==> config.mk <==
export PLATFORM = sky130hd
export DESIGN_NAME = pipeline_stall_controller
export DESIGN_NICKNAME = d
export VERILOG_FILES = /design/src/rtl/pipeline_stall_controller_pkg.sv /design/src/rtl/pipeline_stall_controller_sat_counter.sv /design/src/rtl/pipeline_stall_controller.sv
export SDC_FILE = /design/constraint.sdc
export NUM_CORES = 1
export LEC_CHECK = 0
export BUFFER_PORTS_ARGS = -buffer_cell sky130_fd_sc_hd__buf_2
export CORE_ASPECT_RATIO = 0.75
export CORE_MARGIN = 2
export CORE_UTILIZATION = 45
export CTS_BUF_LIST = sky130_fd_sc_hd__clkbuf_4
export DETAILED_ROUTE_END_ITERATION = 12
export HOLD_SLACK_MARGIN = 0.08
export MAX_ROUTING_LAYER = met4
export PLACE_DENSITY = 0.72
export SYNTH_ARGS = -nofsm -noshare
export SYNTH_HDL_FRONTEND = slang
export SYNTH_SLANG_ARGS = --single-unit
==> constraint.sdc <==
create_clock -name clock -period 5.4 [get_ports clock]
set_input_delay 0.27 -clock clock [delete_from_list [all_inputs] [get_ports clock]]
set_output_delay 0.27 -clock clock [all_outputs]
set_load 0.005 [all_outputs]
==> src/rtl/pipeline_stall_controller_pkg.sv <==
// Shared definitions for the pipeline stall controller: mult/div wait FSM
// state encodings, the ALU instruction codes that identify mul/div, and
// default sizing for the mult/div timeout and stall performance counter.
package pipeline_stall_controller_pkg;

    // Mult/div wait FSM: IDLE while the pipe flows, WAIT while multdiv owns DX.
    typedef enum logic {
        MD_IDLE = 1'b0,
        MD_WAIT = 1'b1
    } md_state_e;

    // ALU-class opcode and the aluop codes that select the multdiv unit.
    localparam logic [4:0] ALU_OPCODE = 5'b00000;
    localparam logic [4:0] ALUOP_MUL  = 5'b00110;
    localparam logic [4:0] ALUOP_DIV  = 5'b00111;

    // Default sizing. The timeout must exceed the worst-case divide latency (33).
    localparam int MD_TIMEOUT_DEF = 40;
    localparam int CNT_W_DEF      = 32;

    // Decode helpers for whoever builds dx_is_mult / dx_is_div upstream.
    function automatic logic is_mult_insn(input logic [4:0] opcode,
                                          input logic [4:0] aluop);
        return (opcode == ALU_OPCODE) && (aluop == ALUOP_MUL);
    endfunction

    function automatic logic is_div_insn(input logic [4:0] opcode,
                                         input logic [4:0] aluop);
        return (opcode == ALU_OPCODE) && (aluop == ALUOP_DIV);
    endfunction

endpackage

==> src/rtl/pipeline_stall_controller_sat_counter.sv <==
// Saturating up-counter: advances by one on each enabled cycle and sticks at
// all-ones instead of wrapping. Cleared by the asynchronous reset.
module pipeline_stall_controller_sat_counter #(
    parameter int W = 32
) (
    input  logic         clock,
    input  logic         reset,
    input  logic         inc,
    output logic [W-1:0] count
);

    localparam logic [W-1:0] ONE = W'(1);

    logic [W-1:0] count_q;
    logic [W-1:0] count_d;

    // Next count: step when enabled unless already saturated.
    always_comb begin
        count_d = count_q;
        if (inc && (count_q != '1)) begin
            count_d = count_q + ONE;
        end
    end

    // Count register, cleared asynchronously.
    always_ff @(posedge clock or posedge reset) begin
        if (reset) begin
            count_q <= '0;
        end else begin
            count_q <= count_d;
        end
    end

    assign count = count_q;

endmodule

==> src/rtl/pipeline_stall_controller.sv <==
// Pipeline stall controller for the 5-stage core. Turns the decode-stage
// load-use interlock, X-stage redirects and multicycle mult/div occupancy
// into PC/FD/DX write enables, bubble/flush injection and the multdiv start
// and commit handshake. The mult/div wait FSM and its timeout are the only
// stall state; all latch controls are combinational from that state plus
// the current requests, and are forced low while reset is asserted.
module pipeline_stall_controller
    import pipeline_stall_controller_pkg::*;
#(
    parameter int MD_TIMEOUT = MD_TIMEOUT_DEF,
    parameter int CNT_W      = CNT_W_DEF
) (
    input  logic             clock,
    input  logic             reset,
    input  logic             interlock,
    input  logic             branch_taken,
    input  logic             dx_is_mult,
    input  logic             dx_is_div,
    input  logic             md_ready,
    output logic             pc_we,
    output logic             fd_we,
    output logic             dx_we,
    output logic             fd_flush,
    output logic             dx_bubble,
    output logic             xm_bubble,
    output logic             ctrl_mult,
    output logic             ctrl_div,
    output logic             md_busy,
    output logic             md_commit,
    output logic             md_timeout,
    output logic [CNT_W-1:0] stall_cycles
);

    // WAIT-cycle counter; one spare bit so MD_TIMEOUT-1 always fits.
    localparam int                  MD_CNT_W    = $clog2(MD_TIMEOUT) + 1;
    localparam logic [MD_CNT_W-1:0] MD_CNT_LAST = MD_CNT_W'(MD_TIMEOUT - 1);
    localparam logic [MD_CNT_W-1:0] MD_CNT_ONE  = MD_CNT_W'(1);

    md_state_e           state_q;
    md_state_e           state_d;
    logic [MD_CNT_W-1:0] md_cnt_q;
    logic [MD_CNT_W-1:0] md_cnt_d;
    logic                md_timeout_q;
    logic                md_timeout_d;
    logic                md_has_insn;
    logic                md_expired;
    logic                stall_inc;

    assign md_has_insn = dx_is_mult | dx_is_div;
    assign md_expired  = (md_cnt_q == MD_CNT_LAST);

    // Next-state and latch-control decode; every output low while in reset.
    always_comb begin
        state_d      = state_q;
        md_cnt_d     = md_cnt_q;
        md_timeout_d = md_timeout_q;
        pc_we        = 1'b0;
        fd_we        = 1'b0;
        dx_we        = 1'b0;
        fd_flush     = 1'b0;
        dx_bubble    = 1'b0;
        xm_bubble    = 1'b0;
        ctrl_mult    = 1'b0;
        ctrl_div     = 1'b0;
        md_busy      = 1'b0;
        md_commit    = 1'b0;

        if (!reset) begin
            case (state_q)
                MD_IDLE: begin
                    if (md_has_insn) begin
                        // Launch multdiv and freeze the front end; the DX
                        // insn stays put, so XM takes a nop meanwhile.
                        ctrl_mult = dx_is_mult;
                        ctrl_div  = ~dx_is_mult;
                        xm_bubble = 1'b1;
                        md_cnt_d  = '0;
                        state_d   = MD_WAIT;
                    end else if (branch_taken) begin
                        // Redirect: squash the wrong-path insns in FD and DX.
                        // DX is written so that it actually takes the nop.
                        pc_we     = 1'b1;
                        fd_we     = 1'b1;
                        dx_we     = 1'b1;
                        fd_flush  = 1'b1;
                        dx_bubble = 1'b1;
                    end else if (interlock) begin
                        // Load-use: hold PC/FD, let the load move on, and
                        // drop a nop into DX behind it.
                        dx_we     = 1'b1;
                        dx_bubble = 1'b1;
                    end else begin
                        pc_we = 1'b1;
                        fd_we = 1'b1;
                        dx_we = 1'b1;
                    end
                end

                MD_WAIT: begin
                    // Redirects and interlocks cannot be acted on while the
                    // multdiv insn blocks DX, so they are ignored here.
                    md_busy = 1'b1;
                    if (md_ready || md_expired) begin
                        // Release: the result moves into XM and the whole
                        // pipe advances; the DX insn leaves, so no re-launch.
                        md_commit = 1'b1;
                        pc_we     = 1'b1;
                        fd_we     = 1'b1;
                        dx_we     = 1'b1;
                        md_cnt_d  = '0;
                        state_d   = MD_IDLE;
                        if (!md_ready) begin
                            md_timeout_d = 1'b1;
                        end
                    end else begin
                        xm_bubble = 1'b1;
                        md_cnt_d  = md_cnt_q + MD_CNT_ONE;
                    end
                end

                default: begin
                    state_d = MD_IDLE;
                end
            endcase
        end
    end

    // FSM, WAIT counter and sticky timeout flag; reset aborts any WAIT.
    always_ff @(posedge clock or posedge reset) begin
        if (reset) begin
            state_q      <= MD_IDLE;
            md_cnt_q     <= '0;
            md_timeout_q <= 1'b0;
        end else begin
            state_q      <= state_d;
            md_cnt_q     <= md_cnt_d;
            md_timeout_q <= md_timeout_d;
        end
    end

    assign md_timeout = md_timeout_q;

    // Every cycle the PC is held counts as a stall cycle.
    assign stall_inc = ~pc_we;

    pipeline_stall_controller_sat_counter #(
        .W (CNT_W)
    ) u_stall_cnt (
        .clock (clock),
        .reset (reset),
        .inc   (stall_inc),
        .count (stall_cycles)
    );

endmodule

==> results.cfg, run 1 <==
[sta]
transition_time_of_the_tightest_slew_check_pin_ns = 1.03
grt_setup_unrepaired = false
slew_margin_rel_pct = 30.8
period_share_pct = 50.1
final.setup.worst_slack_ns = 2.69
max_fclk_ghz = 0.370
finish_stage_setup_viols = 0
hold_viol = 0
fin_skew_ns = 0.00971
fin_setup_tns_ns = 0
slew_viol_final = 0
min_period_ns = 2.71

[run_status]
status = finished, final reports clean

[drt]
antenna_left = 0
drtIter0Drc = 61
drt_wl_total_mm = 4.81
drc = 0
routed-via-count = 1816
detail_route.wl_per_cell_um = 14.4
routed_via_density = 5.44
drtPass1Iterations = 5

[clocking]
hold_buffers = 0
post_cts.repair.setup_buffers = 0
cts_resized = 0
clk_pin_slew_ns = 0.13
cts.htree.levels = 2
clk_path_buf_depth = 2
clock-sinks = 41
clock_insertion_delay_worst_skew_ns = 0.36
clk_root_buffer_cell = clkbuf_4
cts_inserted_buffers = 5
tritoncts = yes

[placed_design]
place.detailed.hpwl_mm = 3.53
last_weighted_congestion_value_of_the_routability_driven_placer = 0.833
placed_cells = 326
post-place-ws_ns = 2.88
portBuffers = 49

[pwr]
intPower_w = 0.000457
netsw_w = 0.000226
power.static_leakage_nw = 1.21
p_comb_share_pct = 19.9
power.density_nw_per_um2 = 265
max-vdd-ir-drop_v = 0.000252
p_sw_share_pct = 33.1
clockPowerShare_pct = 22.8
pwr-share-seq_pct = 57.3

[floorplanning]
dieArea_um2 = 5530
dieWidth_um = 85.2
core_region_area_um2 = 4820
rows = 22
pin_count = 50
floorplan.initialDensity_pct = 46.2
fp.dieH_um = 64.9

[finish]
area_delta_synth_final_pct = 15.8
fill_cells = 456
insertedDiodeCount = 0
area_of_the_multi_input_gates_um2 = 1140
seq_area_um2 = 1030
mostFrequentLayoutCell = buf_2
layout-drive-gt1-share_pct = 25.9
nets = 282
mostFrequentLayoutCells = 49 x buf_2, 41 x dfrtp_1, 25 x xnor2_1
final_instance_count_excl_fillers = 334

[setup_path]
cp_slowest_stage_delay_ns = 0.81
critical-path-slowest-cell = nor2_1
critical_path_buf_inv_count = 2
worstPathRequired_ns = 5.13
critPathCaptureType = output port
cp_cell_sequence = ha_1 -> nand4b_1 -> o2bb2ai_2 -> nor2_1 -> inv_1 -> buf_2
critical_path.startpoint_type = flop
critical_path.max_fanout = 16
category_of_cells_accounting_for_the_largest_share_of_critical_path_delay = simple AND/OR/NAND/NOR gates
setup.worst_path.class = reg2out
worstPathArrival_ns = 2.44

[global_route]
via_count_of_the_first_global_routing_pass = 1650
overflow = 0
gr-max-usage-layer = met1
track_usage_pct = 19.0
number_of_antenna_violations_at_the_first_check_in_global_routing = 0
grt_start_max_net_pins = 43
met3_usage_pct = 4.46
groute.layer.met2.usage_pct = 26.2
grt_first_pass_wirelength_mm = 8.09
grtUsageMet1_pct = 26.5

[logic_synthesis]
postSynthCellCount = 221
ys_seq_elements = 41
yosys_warnings = 0
synth_area_leader_cell = dfrtp_1
nets_in_the_synthesized_netlist = 230
syn_area_um2 = 2230
most_instantiated_flip_flop_cell_in_the_synthesis_netlist = dfrtp_1
synth.top_cells.by_area = dfrtp_1 46%, xnor2_1 9.8%, nand3_1 5.2%
ys_seq_area_share_pct = 46.1
asyncSetResetFlopFracSynth_pct = 100
synthDominantCellAreaShare_pct = 46.1
yosys.cell_types.count = 40
synth-edff-count = 0
syn_avg_cell_area_um2 = 10.1

[flow_run]
drv_cap = 0

[min_path]
holdCritPathClass = in2async
-- final timing paths --
check | startpoint | end | slack (ns) | depth (start not counted)
max | md_cnt_q[0] | fd_we | 2.69 | 6
min | reset | state_q | 0.06 | 3
max reg2reg | u_stall_cnt.count[25] | u_stall_cnt.count[1] | 2.86 | 5
min reg2reg | md_timeout | md_timeout | 0.49 | 1
max in group asynchronous | reset | u_stall_cnt.count[19] | 4.96 | 3
min in group clock | reset | state_q | 0.19 | 2
-- cell families after synthesis --
kind of cell               after synthesis  share of synthesized area [%]
and+or+nand+nor                        111                           30.7
DFF                                     41                           46.1
xor gates and xnor gates                32                           12.6
AOI/OAI and AO/OA                       20                           6.07
buffers and inverters                   14                           2.92
adders and majority gates                2                           1.12
muxes                                    1                          0.506
-- area by class of cell --
| type | instances | area share (%) |
|---|---|---|
| clock buffer | 5 | 1.46 |
| clock inverter | 3 | 0.679 |
| inverter | 9 | 1.31 |
| multi-input combinational | 166 | 44.1 |
| sequential | 41 | 39.8 |
| tap | 60 | 2.91 |
| timing repair buffer | 50 | 9.80 |
-- metal layers --
layer | share of wire, % | vias up
met2 | 42 | 53
met4 | 2.1 | 0
met3 | 5.2 | 12
met5 | 0 | -
met1 | 51 | 858
li1 | - | 893
-- metrics by stage --
stage	power, W	util [%]	hold slack, ns	cell area [um2]
final	0.000683	53.5	0.0563	2580
after global routing	0.000724	53.5	0.104	2580
after CTS	0.000688	53.5	0.0828	2580
after detailed placement	0.000534	52.4	0.468	2520
after global placement	0.000530	52.4	0.434	2520
after floorplan	0.000473	-	0.391	2230
-- sequential cells by signal, summed over array words and instances, names as in the netlist --
register	flops
u_stall_cnt.count	32
md_cnt_q	7
state_q	1
md_timeout	1
-- power by group through the flow --
stage                     Clock [W]  Combinational [W]  Sequential [W]
after floorplan                   0          0.0000819        0.000391
after global placement            0           0.000137        0.000393
after detailed placement          0           0.000137        0.000397
after CTS                  0.000159           0.000138        0.000391
after global routing       0.000173           0.000152        0.000399
final                      0.000156           0.000136        0.000391
-- cell usage after synthesis, types with 2 or more instances --
cell type and n:
xnor2_1 25, clkbuf_1 2, nor4_4 3, nor2_1 12, xor2_1 7, and3_1 9, inv_1 9, nand4_1 13
nand2_1 18, and2_1 4, o21ai_0 8, nor3_2 3, nor3_1 7, a21oi_1 3, ha_1 2, or4_1 3
nand3_1 23, nor2b_1 2, nand2b_1 3, nor4_2 2, a21o_1 2, o31ai_1 3, dfrtp_1 41
-- worst min-delay path: stages --
cell	delay [ns]
buf_2	0.13
inv_1	0.05
buf_4	0.43
Power figures use the tool's default switching activity.
==> inputs of run 2 (changes only) <==
--- a/config.mk
+++ b/config.mk
@@ -5,6 +5,7 @@
 export SDC_FILE = /design/constraint.sdc
 export NUM_CORES = 1
 export LEC_CHECK = 0
+export ABC_AREA = 1
 export BUFFER_PORTS_ARGS = -buffer_cell sky130_fd_sc_hd__buf_2
 export CORE_ASPECT_RATIO = 0.75
 export CORE_MARGIN = 2
@@ -13,7 +14,7 @@
 export DETAILED_ROUTE_END_ITERATION = 12
 export HOLD_SLACK_MARGIN = 0.08
 export MAX_ROUTING_LAYER = met4
-export PLACE_DENSITY = 0.72
+export PLACE_DENSITY = 0.73
 export SYNTH_ARGS = -nofsm -noshare
 export SYNTH_HDL_FRONTEND = slang
 export SYNTH_SLANG_ARGS = --single-unit
==> constraint.sdc (replaced) <==
create_clock -name clock -period 2.35 [get_ports clock]
set_input_delay 0.1175 -clock clock [delete_from_list [all_inputs] [get_ports clock]]
set_output_delay 0.1175 -clock clock [all_outputs]
set_load 0.005 [all_outputs]
==> results.cfg, run 2 <==
[logic_synthesis]
synth.cells.most_frequent = 211 x nand2_1, 52 x nor2_1, 41 x dfrtp_1
synth_top_family_by_area = simple AND/OR/NAND/NOR gates
ys_seq_area_share_pct = 37.5
post_synthesis_share_of_cell_area_spent_on_full_adders_half_adders_and_majority_gates_pct = 0.915
synth_xor_area_share_pct = 5.77
yosys.cell_count.top_type = nand2_1
synth_area_leader_cell = dfrtp_1
synth-edff-count = 0
synth_compound_area_share_pct = 3.07
ys_seq_elements = 41
postSynthCellCount = 413
syn_avg_cell_area_um2 = 6.62
yosys.area_share.simple_pct = 46.0
yosys.cell_types.count = 25
syn_area_um2 = 2730
yosys-mux-area-fraction_pct = 0
yosys_warnings = 0
asyncSetResetFlopFracSynth_pct = 100
synthDominantCellAreaShare_pct = 37.5
synth.top_cells.by_area = dfrtp_1 38%, nand2_1 29%, nor2_1 7.1%
nets_in_the_synthesized_netlist = 422
most_instantiated_flip_flop_cell_in_the_synthesis_netlist = dfrtp_1

[pwr]
power.total_w = 0.00157
power.static_leakage_nw = 1.66
power.density_nw_per_um2 = 510
max-vdd-ir-drop_v = 0.000221

[placed_design]
place.detailed.hpwl_mm = 5.10
placement.cell_area_um2 = 3020
portBuffers = 49
placed_cells = 536
last_weighted_congestion_value_of_the_routability_driven_placer = 0.927

[floorplanning]
core_region_area_um2 = 5860
dieArea_um2 = 6720
fp.dieH_um = 71.5
floorplan.initialDensity_pct = 46.7
dieWidth_um = 94
rows = 24
pin_count = 50

[drt]
detail_route.wl_per_cell_um = 12.2
drt_wl_total_mm = 6.62
routed_via_density = 4.85
drc = 0
routed-via-count = 2640
drtIter0Drc = 216
antenna_left = 0
drtPass1Iterations = 4

[clocking]
post_cts.repair.setup_buffers = 0
clock-sinks = 41
hold_buffers = 2
clock_insertion_delay_worst_skew_ns = 0.35
cts_inserted_buffers = 5
cts.htree.levels = 2
tritoncts = yes
cts_resized = 0
clk_root_buffer_cell = clkbuf_4
clk_pin_slew_ns = 0.11
clk_path_buf_depth = 2

[setup_path]
worstPathArrival_ns = 2.12
critical_path.max_fanout = 32
worstPathRequired_ns = 2.64
critPathCaptureType = flop
setup.worst_path.class = reg2reg
critical_path.startpoint_type = flop

[finish]
post-route-cell-area_um2 = 3090
layout-drive-gt1-share_pct = 15.5
mostFrequentLayoutCell = nand2_1
nets = 476
core_utilization_of_the_finished_layout_pct = 52.7
max_reg_flops = 32
fill_cells = 580
mostFrequentLayoutCells = 211 x nand2_1, 52 x nor2_1, 49 x buf_2
insertedDiodeCount = 0
area_delta_synth_final_pct = 12.9
final_instance_count_excl_fillers = 544

[sta]
finish_stage_setup_viols = 0
min_period_ns = 1.83
fin_setup_tns_ns = 0
hold_viol = 0
slew_viol_final = 0
fin_skew_ns = 0.0110
max_fclk_ghz = 0.548
slew_margin_rel_pct = 66.6
transition_time_of_the_tightest_slew_check_pin_ns = 0.500
period_share_pct = 77.7
grt_setup_unrepaired = false

[run_status]
status = finished, final reports clean

[min_path]
holdCritPathClass = in2async

[global_route]
overflow = 0
track_usage_pct = 22.0
number_of_antenna_violations_at_the_first_check_in_global_routing = 0
grt_first_pass_wirelength_mm = 11.5
grt_start_max_net_pins = 40
via_count_of_the_first_global_routing_pass = 2495

[flow_run]
drv_cap = 0
## run 2: changes by cell type after synthesis, sizes merged, moves of 19 or more
cell	delta
inv	+20
nand2	+197
nor2	+46
xnor2	-19
## run 2: worst max-delay path, cell delays in order, from the launching register on
cell	delay [ns]
dfrtp_1	0.46
ha_1	0.25
nand2_2	0.08
nor2_4	0.14
nand2_2	0.12
nor2_4	0.15
nand3_2	0.09
nand2_4	0.28
nand2_1	0.11
nand2_1	0.08
## run 2: layout make-up
class / instances / area (um2) / share of cell area [%]
clock buffer: 5 / 37.5 / 1.22
clock inverter: 1 / 5.00 / 0.162
inverter: 29 / 109 / 3.53
multi-input combinational: 336 / 1520 / 49.4
sequential: 41 / 1030 / 33.2
tap: 78 / 97.6 / 3.16
timing repair buffer: 54 / 288 / 9.32
## run 2: metal layers
layer / part of all wire, % / wire length, um / track usage [%]
met4: 1.1 / 73 / 4.99
met2: 42 / 2780 / 32.7
met3: 6.1 / 405 / 3.89
met5: 0 / 0 / -
met1: 51 / 3350 / 31.7
## run 2: stage by stage
| stage | setup WS (ns) | hold WS (ns) |
|---|---|---|
| 3_3_place_gp | 0.617 | 0.0253 |
| 6_report | 0.524 | 0.202 |
| 5_1_grt | 0.294 | 0.206 |
| 2_1_floorplan | 0.615 | 0.214 |
| 3_5_place_dp | 0.541 | 0.0284 |
| 4_1_cts | 0.509 | 0.197 |
## run 2: power breakdown
| group | switching (W) | leakage [nW] | total, W | internal [W] |
|---|---|---|---|---|
| registers | 0.000100 | 0.553 | 0.000873 | 0.000773 |
| logic | 0.000220 | 1.08 | 0.000378 | 0.000158 |
| clock network | 0.000218 | 0.0269 | 0.000322 | 0.000104 |
## run 2: kinds of logic (layout without fill, tap and decap cells)
| family | Yosys count | count (layout) |
|---|---|---|
| buffers and inverters | 36 | 89 |
| XOR/XNOR | 18 | 18 |
| adder cells (fa/ha/maj) | 2 | 2 |
| AO/OA/AOI/OAI | 15 | 15 |
| AND/OR/NAND/NOR | 301 | 301 |
| flip-flops | 41 | 41 |
## run 2: worst paths after layout
path,start,to,slack [ns],cells past startpoint
worst min register to register,md_timeout,md_timeout,0.50,1
min in group clock,dx_is_div,md_cnt_q[0],0.35,6
worst max-delay path,u_stall_cnt.count[0],u_stall_cnt.count[17],0.52,9
worst min-delay path,reset,state_q,0.20,3
max in group asynchronous,reset,u_stall_cnt.count[19],1.45,4
worst max register to register,u_stall_cnt.count[0],u_stall_cnt.count[17],0.52,9
